<file path="src/rtl/aes_sbox_pkg.sv">
// Shared types, tower-field primitives and isomorphism constants for the
// composite-field AES inverse S-box.
//   GF(2^2)        : z^2 + z + 1
//   GF((2^2)^2)    : w^2 + w + phi,    phi    = z
//   GF((2^4)^2)    : v^2 + v + lambda, lambda = z*w (nibble 4'h8)
package aes_sbox_pkg;

    typedef logic [7:0]  byte_t;
    typedef byte_t [15:0] state_t;
    typedef logic [3:0]  nib_t;
    typedef logic [1:0]  gf4_t;
    // Column i holds the image of basis bit i
    typedef byte_t [7:0] mat_t;

    typedef enum logic [1:0] {IDLE, BUSY, DONE} fsm_e;

    localparam byte_t INV_AFFINE_C = 8'h05;

    function automatic gf4_t gf4_mul(input gf4_t a, input gf4_t b);
        return {(a[1] & b[1]) ^ (a[1] & b[0]) ^ (a[0] & b[1]),
                (a[1] & b[1]) ^ (a[0] & b[0])};
    endfunction

    function automatic gf4_t gf4_sq(input gf4_t a);
        return {a[1], a[1] ^ a[0]};
    endfunction

    // Multiply by phi = z
    function automatic gf4_t gf4_scale(input gf4_t a);
        return {a[1] ^ a[0], a[1]};
    endfunction

    function automatic nib_t gf16_mul(input nib_t a, input nib_t b);
        gf4_t hh;
        hh = gf4_mul(a[3:2], b[3:2]);
        return {hh ^ gf4_mul(a[3:2], b[1:0]) ^ gf4_mul(a[1:0], b[3:2]),
                gf4_scale(hh) ^ gf4_mul(a[1:0], b[1:0])};
    endfunction

    function automatic nib_t gf16_sq(input nib_t a);
        gf4_t hs;
        hs = gf4_sq(a[3:2]);
        return {hs, gf4_scale(hs) ^ gf4_sq(a[1:0])};
    endfunction

    // Multiply by lambda = z*w
    function automatic nib_t gf16_scale_lambda(input nib_t a);
        return {gf4_scale(a[3:2] ^ a[1:0]), gf4_scale(gf4_scale(a[3:2]))};
    endfunction

    // Inverse in GF(2^4); zero maps to zero
    function automatic nib_t gf16_inv(input nib_t a);
        gf4_t d;
        gf4_t d_inv;
        d     = gf4_scale(gf4_sq(a[3:2])) ^ gf4_sq(a[1:0]) ^ gf4_mul(a[3:2], a[1:0]);
        d_inv = gf4_sq(d);
        return {gf4_mul(a[3:2], d_inv), gf4_mul(a[3:2] ^ a[1:0], d_inv)};
    endfunction

    function automatic byte_t cf_mul(input byte_t a, input byte_t b);
        nib_t hh;
        hh = gf16_mul(a[7:4], b[7:4]);
        return {hh ^ gf16_mul(a[7:4], b[3:0]) ^ gf16_mul(a[3:0], b[7:4]),
                gf16_scale_lambda(hh) ^ gf16_mul(a[3:0], b[3:0])};
    endfunction

    function automatic byte_t mat_apply(input mat_t m, input byte_t v);
        byte_t r;
        r = '0;
        for (int unsigned i = 0; i < 8; i++) begin
            if (v[i]) r = r ^ m[i];
        end
        return r;
    endfunction

    function automatic byte_t inv_affine(input byte_t b);
        return {b[6:0], b[7]} ^ {b[4:0], b[7:5]} ^ {b[1:0], b[7:2]} ^ INV_AFFINE_C;
    endfunction

    // Find a root beta of the AES polynomial x^8+x^4+x^3+x+1 in the composite
    // field; AES basis x^i then maps to beta^i.
    function automatic mat_t build_map();
        mat_t  m;
        byte_t beta, b1, b2, b3, b4, b8;
        logic  found;
        m     = '0;
        beta  = '0;
        found = 1'b0;
        for (int unsigned c = 2; c < 256; c++) begin
            b1 = 8'(c);
            b2 = cf_mul(b1, b1);
            b3 = cf_mul(b2, b1);
            b4 = cf_mul(b2, b2);
            b8 = cf_mul(b4, b4);
            if (!found && ((b8 ^ b4 ^ b3 ^ b1 ^ 8'h01) == 8'h00)) begin
                found = 1'b1;
                beta  = b1;
            end
        end
        m[0] = 8'h01;
        for (int unsigned i = 1; i < 8; i++) begin
            m[i] = cf_mul(m[i-1], beta);
        end
        return m;
    endfunction

    function automatic mat_t build_inv_map(input mat_t fwd);
        mat_t  m;
        byte_t img;
        m = '0;
        for (int unsigned a = 0; a < 256; a++) begin
            img = mat_apply(fwd, 8'(a));
            for (int unsigned j = 0; j < 8; j++) begin
                if (img == (8'h01 << j)) m[j] = 8'(a);
            end
        end
        return m;
    endfunction

    localparam mat_t MAP_TO_CF   = build_map();
    localparam mat_t MAP_FROM_CF = build_inv_map(MAP_TO_CF);

endpackage

</file>
<file path="src/rtl/inv_sbox_cf.sv">
// Combinational single-byte AES inverse S-box using composite-field inversion.
module inv_sbox_cf
    import aes_sbox_pkg::*;
(
    input  logic [7:0] value,
    output logic [7:0] result
);

    byte_t pre;
    byte_t cf;
    byte_t cf_inv;
    nib_t  hi;
    nib_t  lo;
    nib_t  d;
    nib_t  d_inv;

    // Inverse affine, map into GF((2^4)^2), invert, map back
    always_comb begin
        pre    = inv_affine(value);
        cf     = mat_apply(MAP_TO_CF, pre);
        hi     = cf[7:4];
        lo     = cf[3:0];
        d      = gf16_scale_lambda(gf16_sq(hi)) ^ gf16_sq(lo) ^ gf16_mul(hi, lo);
        d_inv  = gf16_inv(d);
        cf_inv = {gf16_mul(hi, d_inv), gf16_mul(hi ^ lo, d_inv)};
        result = mat_apply(MAP_FROM_CF, cf_inv);
    end

endmodule

</file>
<file path="src/rtl/inv_sub_bytes_serial.sv">
// InvSubBytes engine: processes a 128-bit state LANES bytes per cycle
// through shared inverse S-boxes, with valid/ready on both sides.
module inv_sub_bytes_serial
    import aes_sbox_pkg::*;
#(
    parameter int unsigned LANES = 4
) (
    input  logic         clk,
    input  logic         rst_n,
    input  logic         in_valid,
    output logic         in_ready,
    input  logic [127:0] in_state,
    output logic         out_valid,
    input  logic         out_ready,
    output logic [127:0] out_state,
    output logic         busy
);

    localparam int unsigned   CHUNKS = 16 / LANES;
    localparam int unsigned   CW     = (CHUNKS > 1) ? $clog2(CHUNKS) : 1;
    localparam logic [CW-1:0] LAST   = CW'(CHUNKS - 1);

    if (16 % LANES != 0) begin : g_lanes_check
        $error("inv_sub_bytes_serial: LANES must divide 16");
    end

    fsm_e          state;
    fsm_e          state_next;
    logic [CW-1:0] chunk;
    state_t        data;
    state_t        data_next;
    byte_t         lane_in  [LANES];
    byte_t         lane_out [LANES];

    // Select the bytes of the current chunk for the S-box lanes
    always_comb begin
        lane_in = '{default: '0};
        for (int unsigned l = 0; l < LANES; l++) begin
            lane_in[l] = data[4'(32'(chunk) * LANES + l)];
        end
    end

    for (genvar g = 0; g < LANES; g++) begin : g_lane
        inv_sbox_cf u_sbox (
            .value  (lane_in[g]),
            .result (lane_out[g])
        );
    end

    // Write substituted bytes back into their own positions
    always_comb begin
        data_next = data;
        for (int unsigned l = 0; l < LANES; l++) begin
            data_next[4'(32'(chunk) * LANES + l)] = lane_out[l];
        end
    end

    // Next-state logic and handshake outputs
    always_comb begin
        state_next = state;
        in_ready   = 1'b0;
        out_valid  = 1'b0;
        busy       = 1'b0;
        out_state  = data;
        case (state)
            IDLE: begin
                in_ready = 1'b1;
                if (in_valid) state_next = BUSY;
            end
            BUSY: begin
                busy = 1'b1;
                if (chunk == LAST) state_next = DONE;
            end
            DONE: begin
                busy      = 1'b1;
                out_valid = 1'b1;
                if (out_ready) state_next = IDLE;
            end
            default: state_next = IDLE;
        endcase
    end

    // State, chunk counter and state register
    always_ff @(posedge clk or negedge rst_n) begin
        if (!rst_n) begin
            state <= IDLE;
            chunk <= '0;
            data  <= '0;
        end else begin
            state <= state_next;
            case (state)
                IDLE: begin
                    if (in_valid) begin
                        data  <= in_state;
                        chunk <= '0;
                    end
                end
                BUSY: begin
                    data  <= data_next;
                    chunk <= chunk + 1'b1;
                end
                default: ;
            endcase
        end
    end

endmodule

</file>
<file path="config.mk">
export PLATFORM = sky130hd
export DESIGN_NAME = inv_sub_bytes_serial
export DESIGN_NICKNAME = d
export VERILOG_FILES = /design/src/rtl/aes_sbox_pkg.sv /design/src/rtl/inv_sbox_cf.sv /design/src/rtl/inv_sub_bytes_serial.sv
export SDC_FILE = /design/constraint.sdc
export NUM_CORES = 1
export LEC_CHECK = 0
export ABC_CLOCK_PERIOD_IN_PS = 7700
export BUFFER_PORTS_ARGS = -buffer_cell sky130_fd_sc_hd__buf_2
export CAP_MARGIN = 20
export CORE_UTILIZATION = 53
export DETAILED_ROUTE_END_ITERATION = 7
export PLACE_DENSITY = 0.79
export SETUP_SLACK_MARGIN = 0.05
export SYNTH_ARGS = -nofsm -noshare
export SYNTH_HDL_FRONTEND = slang
export SYNTH_SLANG_ARGS = --single-unit
</file>
<file path="constraint.sdc">
create_clock -name clk -period 7.7 [get_ports clk]
set_clock_uncertainty 0.05 [all_clocks]
set_input_delay 1.54 -clock clk [delete_from_list [all_inputs] [get_ports clk]]
set_output_delay 1.54 -clock clk [all_outputs]
set_load 0.02 [all_outputs]
</file>
==> flow_metrics.env <==
export IMPL_critPathKind="reg2reg"
export IMPL_cts_tree="done"
export IMPL_min_period_over_period_pct=96.3
export IMPL_rows=60
export IMPL_grt_overflow_total=0
export IMPL_status="completed"
export IMPL_drt_met1_wl_um=19900
export IMPL_place_worst_setup_slack_ns=-0.0598
export IMPL_antenna_found_initial=1
export IMPL_start_util_pct=54.0
export IMPL_fin_nets=2128
export IMPL_drtIter0Drc=1657
export IMPL_ys_ff_latch=132
export IMPL_syn_area_per_cell_sq_um=8.56
export IMPL_detail_route_antenna_nets=0
export IMPL_areaGrowthSynthToFinish_pct=20.2
export IMPL_multi_input_area_sq_mm=0.0108
export IMPL_cts_made_buffers=17
export IMPL_viasPerCell=6.36
export IMPL_critPathCaptureType="flip-flop"
export IMPL_place_inst=2262
export IMPL_worst_hold_path_type="reg2reg"
export IMPL_final_area_sq_mm=0.0176
export IMPL_dpl_instance_area_sq_mm=0.0164
export IMPL_synth_compound_area_share_pct=21.4
export IMPL_ys_warn_count=0
export IMPL_via_count=14800
export IMPL_io_buffers=262
export IMPL_cts_path_max_buffers=2
export IMPL_synthMuxAreaShare_pct=7.69
export IMPL_dp_hpwl_um=35200
export IMPL_synth_seq_area_share_pct=22.6
export IMPL_io_pins=263
export IMPL_drc=0
export IMPL_synth_edf_count=0
export IMPL_async_flop_share_pct=100
export IMPL_setup_ws_ns=0.286
export IMPL_rsz0062_at_grt="false"
export IMPL_cts_root_buf="clkbuf_16"
export IMPL_synth_xor_area_share_pct=23.6
export IMPL_chipWidth_um=168
export IMPL_ys_flop_type="dfrtp_1"
export IMPL_grt_usage_pct=34.6
export IMPL_fmax_mhz=135
export IMPL_seqCellArea_sq_mm=0.00331
export IMPL_met3_length_um=4960
export IMPL_crit_arrival_ns=7.72
export IMPL_synth_adder_area_share_pct=2.66
export IMPL_cp_data_required_time_ns=8.00
export IMPL_slew_headroom_pct=19.1
export IMPL_grt_pass1_wl_um=76200
export IMPL_maxSlewViolCount=0
export IMPL_cap_violations=0
export IMPL_path_max_fanout=8
export IMPL_synth_distinct_cells=90
export IMPL_hold_viol=0
export IMPL_worst_slew_pin_slew_ns=1.21
export IMPL_clock_sinks=132
export IMPL_h_tree_depth=4
export IMPL_final_util_pct=65.0
export IMPL_synth_top_family_by_area="XOR/XNOR gates"
export IMPL_wire_per_inst_um=21.6
export IMPL_grt_pass1_vias=13700
export IMPL_setup_viol=0
export IMPL_worstSkewPairLatency_ns=0.43
export IMPL_final_cells=2323
export IMPL_synthCells=1706
export IMPL_drt_total_wl_um=50100
export IMPL_coreArea_sq_mm=0.0270
export IMPL_syn_nets=1865
export IMPL_fillers=2221
export IMPL_firstDrtPassIters=6
export IMPL_gp_congestion=0.959
export IMPL_dieArea_sq_mm=0.0282
export IMPL_top_layer="met5"
export IMPL_synth_simple_gate_area_share_pct=16.6
export IMPL_drive_gt1_share_pct=27.5
export IMPL_syn_area_sq_mm=0.0146
export IMPL_dr_wl_met2_um=23000
export IMPL_grt_max_degree=102
export IMPL_start_kind="flip-flop"
export IMPL_cts_hold_buf=0
export IMPL_clk_pin_slew_ns=0.07
export IMPL_die_h_um=168
export IMPL_diodes=0
export IMPL_fin_crit_ns=7.41
==> path summary, 6_finish.rpt <==
| path | start | to | slack, ns | depth (start not counted) |
|---|---|---|---|---|
| worst min-delay path | out_state[91] | out_state[91] | 0.45 | 2 |
| worst max register to register | chunk[0] | out_state[40] | 0.29 | 25 |
| max in group asynchronous | rst_n | chunk[1] | 5.05 | 2 |
| min in group asynchronous | rst_n | out_state[73] | 1.06 | 1 |
| worst max-delay path | chunk[0] | out_state[40] | 0.29 | 25 |
| worst min register to register | out_state[91] | out_state[91] | 0.45 | 2 |
==> final cells by class <==
class	count	area share, %
clock inverters	11	0.727
flip-flops and latches	132	18.8
clock buffers	21	2.62
repair buffers	373	12.6
inverters	49	1.08
multi-input cells	1396	61.7
well taps	341	2.43
==> routing by layer <==
metal / GRT usage (%) / up-vias
li1: - / 6650
met1: 45.8 / 7067
met2: 55.0 / 881
met3: 6.46 / 164
met4: 15.6 / 2
met5: 0 / -
==> cell usage after synthesis, drive strengths merged (21+ instances only) <==
cell	instances	area share, %
xor2	78	5.0
nor2	169	4.4
clkbuf	88	2.3
ha	27	2.3
xnor3	38	5.9
o21ai	113	3.9
a21oi	141	4.9
nand3	29	0.99
mux2i	29	2.0
xnor2	170	12
a22oi	73	3.8
nand2b	23	0.99
mux4	32	4.9
nor3	21	0.72
buf	41	1.9
inv	45	1.2
dfrtp	132	23
nand2	171	4.4
==> sequential cells by signal, summed over array words and instances, names as in the netlist <==
| signal | count |
|---|---|
| state | 2 |
| out_state | 128 |
| chunk | 2 |
==> cells by family (layout without fill, tap and decap cells) <==
| logic type | after synthesis | count (layout) |
|---|---|---|
| adders and majority gates | 32 | 32 |
| AOI/OAI and AO/OA | 478 | 478 |
| muxes | 71 | 71 |
| DFF | 132 | 132 |
| xor gates and xnor gates | 293 | 293 |
| and+or+nand+nor | 522 | 522 |
| buffers and inverters | 178 | 454 |
==> layout by cell type, fill, tap and decap left out, drive strengths merged, types with 8 or more instances in the layout <==
cell       n
a211oi    10
or3        8
buf      372
o21a      13
nor2b      8
and3      18
nand2    171
nand4     10
o211ai    12
nand3     29
xor2      78
nor2     169
a221o     13
inv       46
and2      18
a22oi     73
clkbuf    21
mux2i     29
a2bb2oi   12
clkinv     8
nand2b    23
o21ai    113
mux4      32
nor3      21
o22ai     14
a21oi    141
xnor3     38
o221ai    13
ha        27
dfrtp    132
xnor2    170
or4        9
mux2      10
==> critical path: stages (launching register included) <==
cell       delay, ns
dfrtp_2         0.40
buf_12          0.13
mux4_2          0.54
xnor3_2         0.43
xnor3_1         0.49
xor2_2          0.22
ha_1            0.22
xnor2_2         0.22
xor2_1          0.21
xnor2_1         0.15
xnor3_1         0.45
o211a_1         0.18
or2_1           0.24
ha_1            0.41
nor2b_2         0.27
o2111ai_1       0.16
o211a_1         0.18
and4_1          0.29
and3_1          0.21
a2111o_1        0.29
xor2_1          0.28
buf_4           0.21
xnor3_1         0.49
xnor2_4         0.29
a22oi_1         0.10
a21oi_1         0.22
==> through the flow <==
step	hold WS [ns]	setup TNS, ns
4_1_cts	0.456	0
3_5_place_dp	0.440	-0.186
3_3_place_gp	0.434	0
5_1_grt	0.484	0
2_1_floorplan	0.467	0
6_report	0.453	0
==> what timing repair did <==
action | in CTS | in global routing
resized for setup | 6 | 43
pin swaps | 0 | 10
endpoints found under the setup margin | 17 | 113
buffers inserted | 3 | 24
cloned | 1 | 0
Power is not shown: default switching activity piles up to over one toggle a cycle in this logic, so the estimate is an artifact.
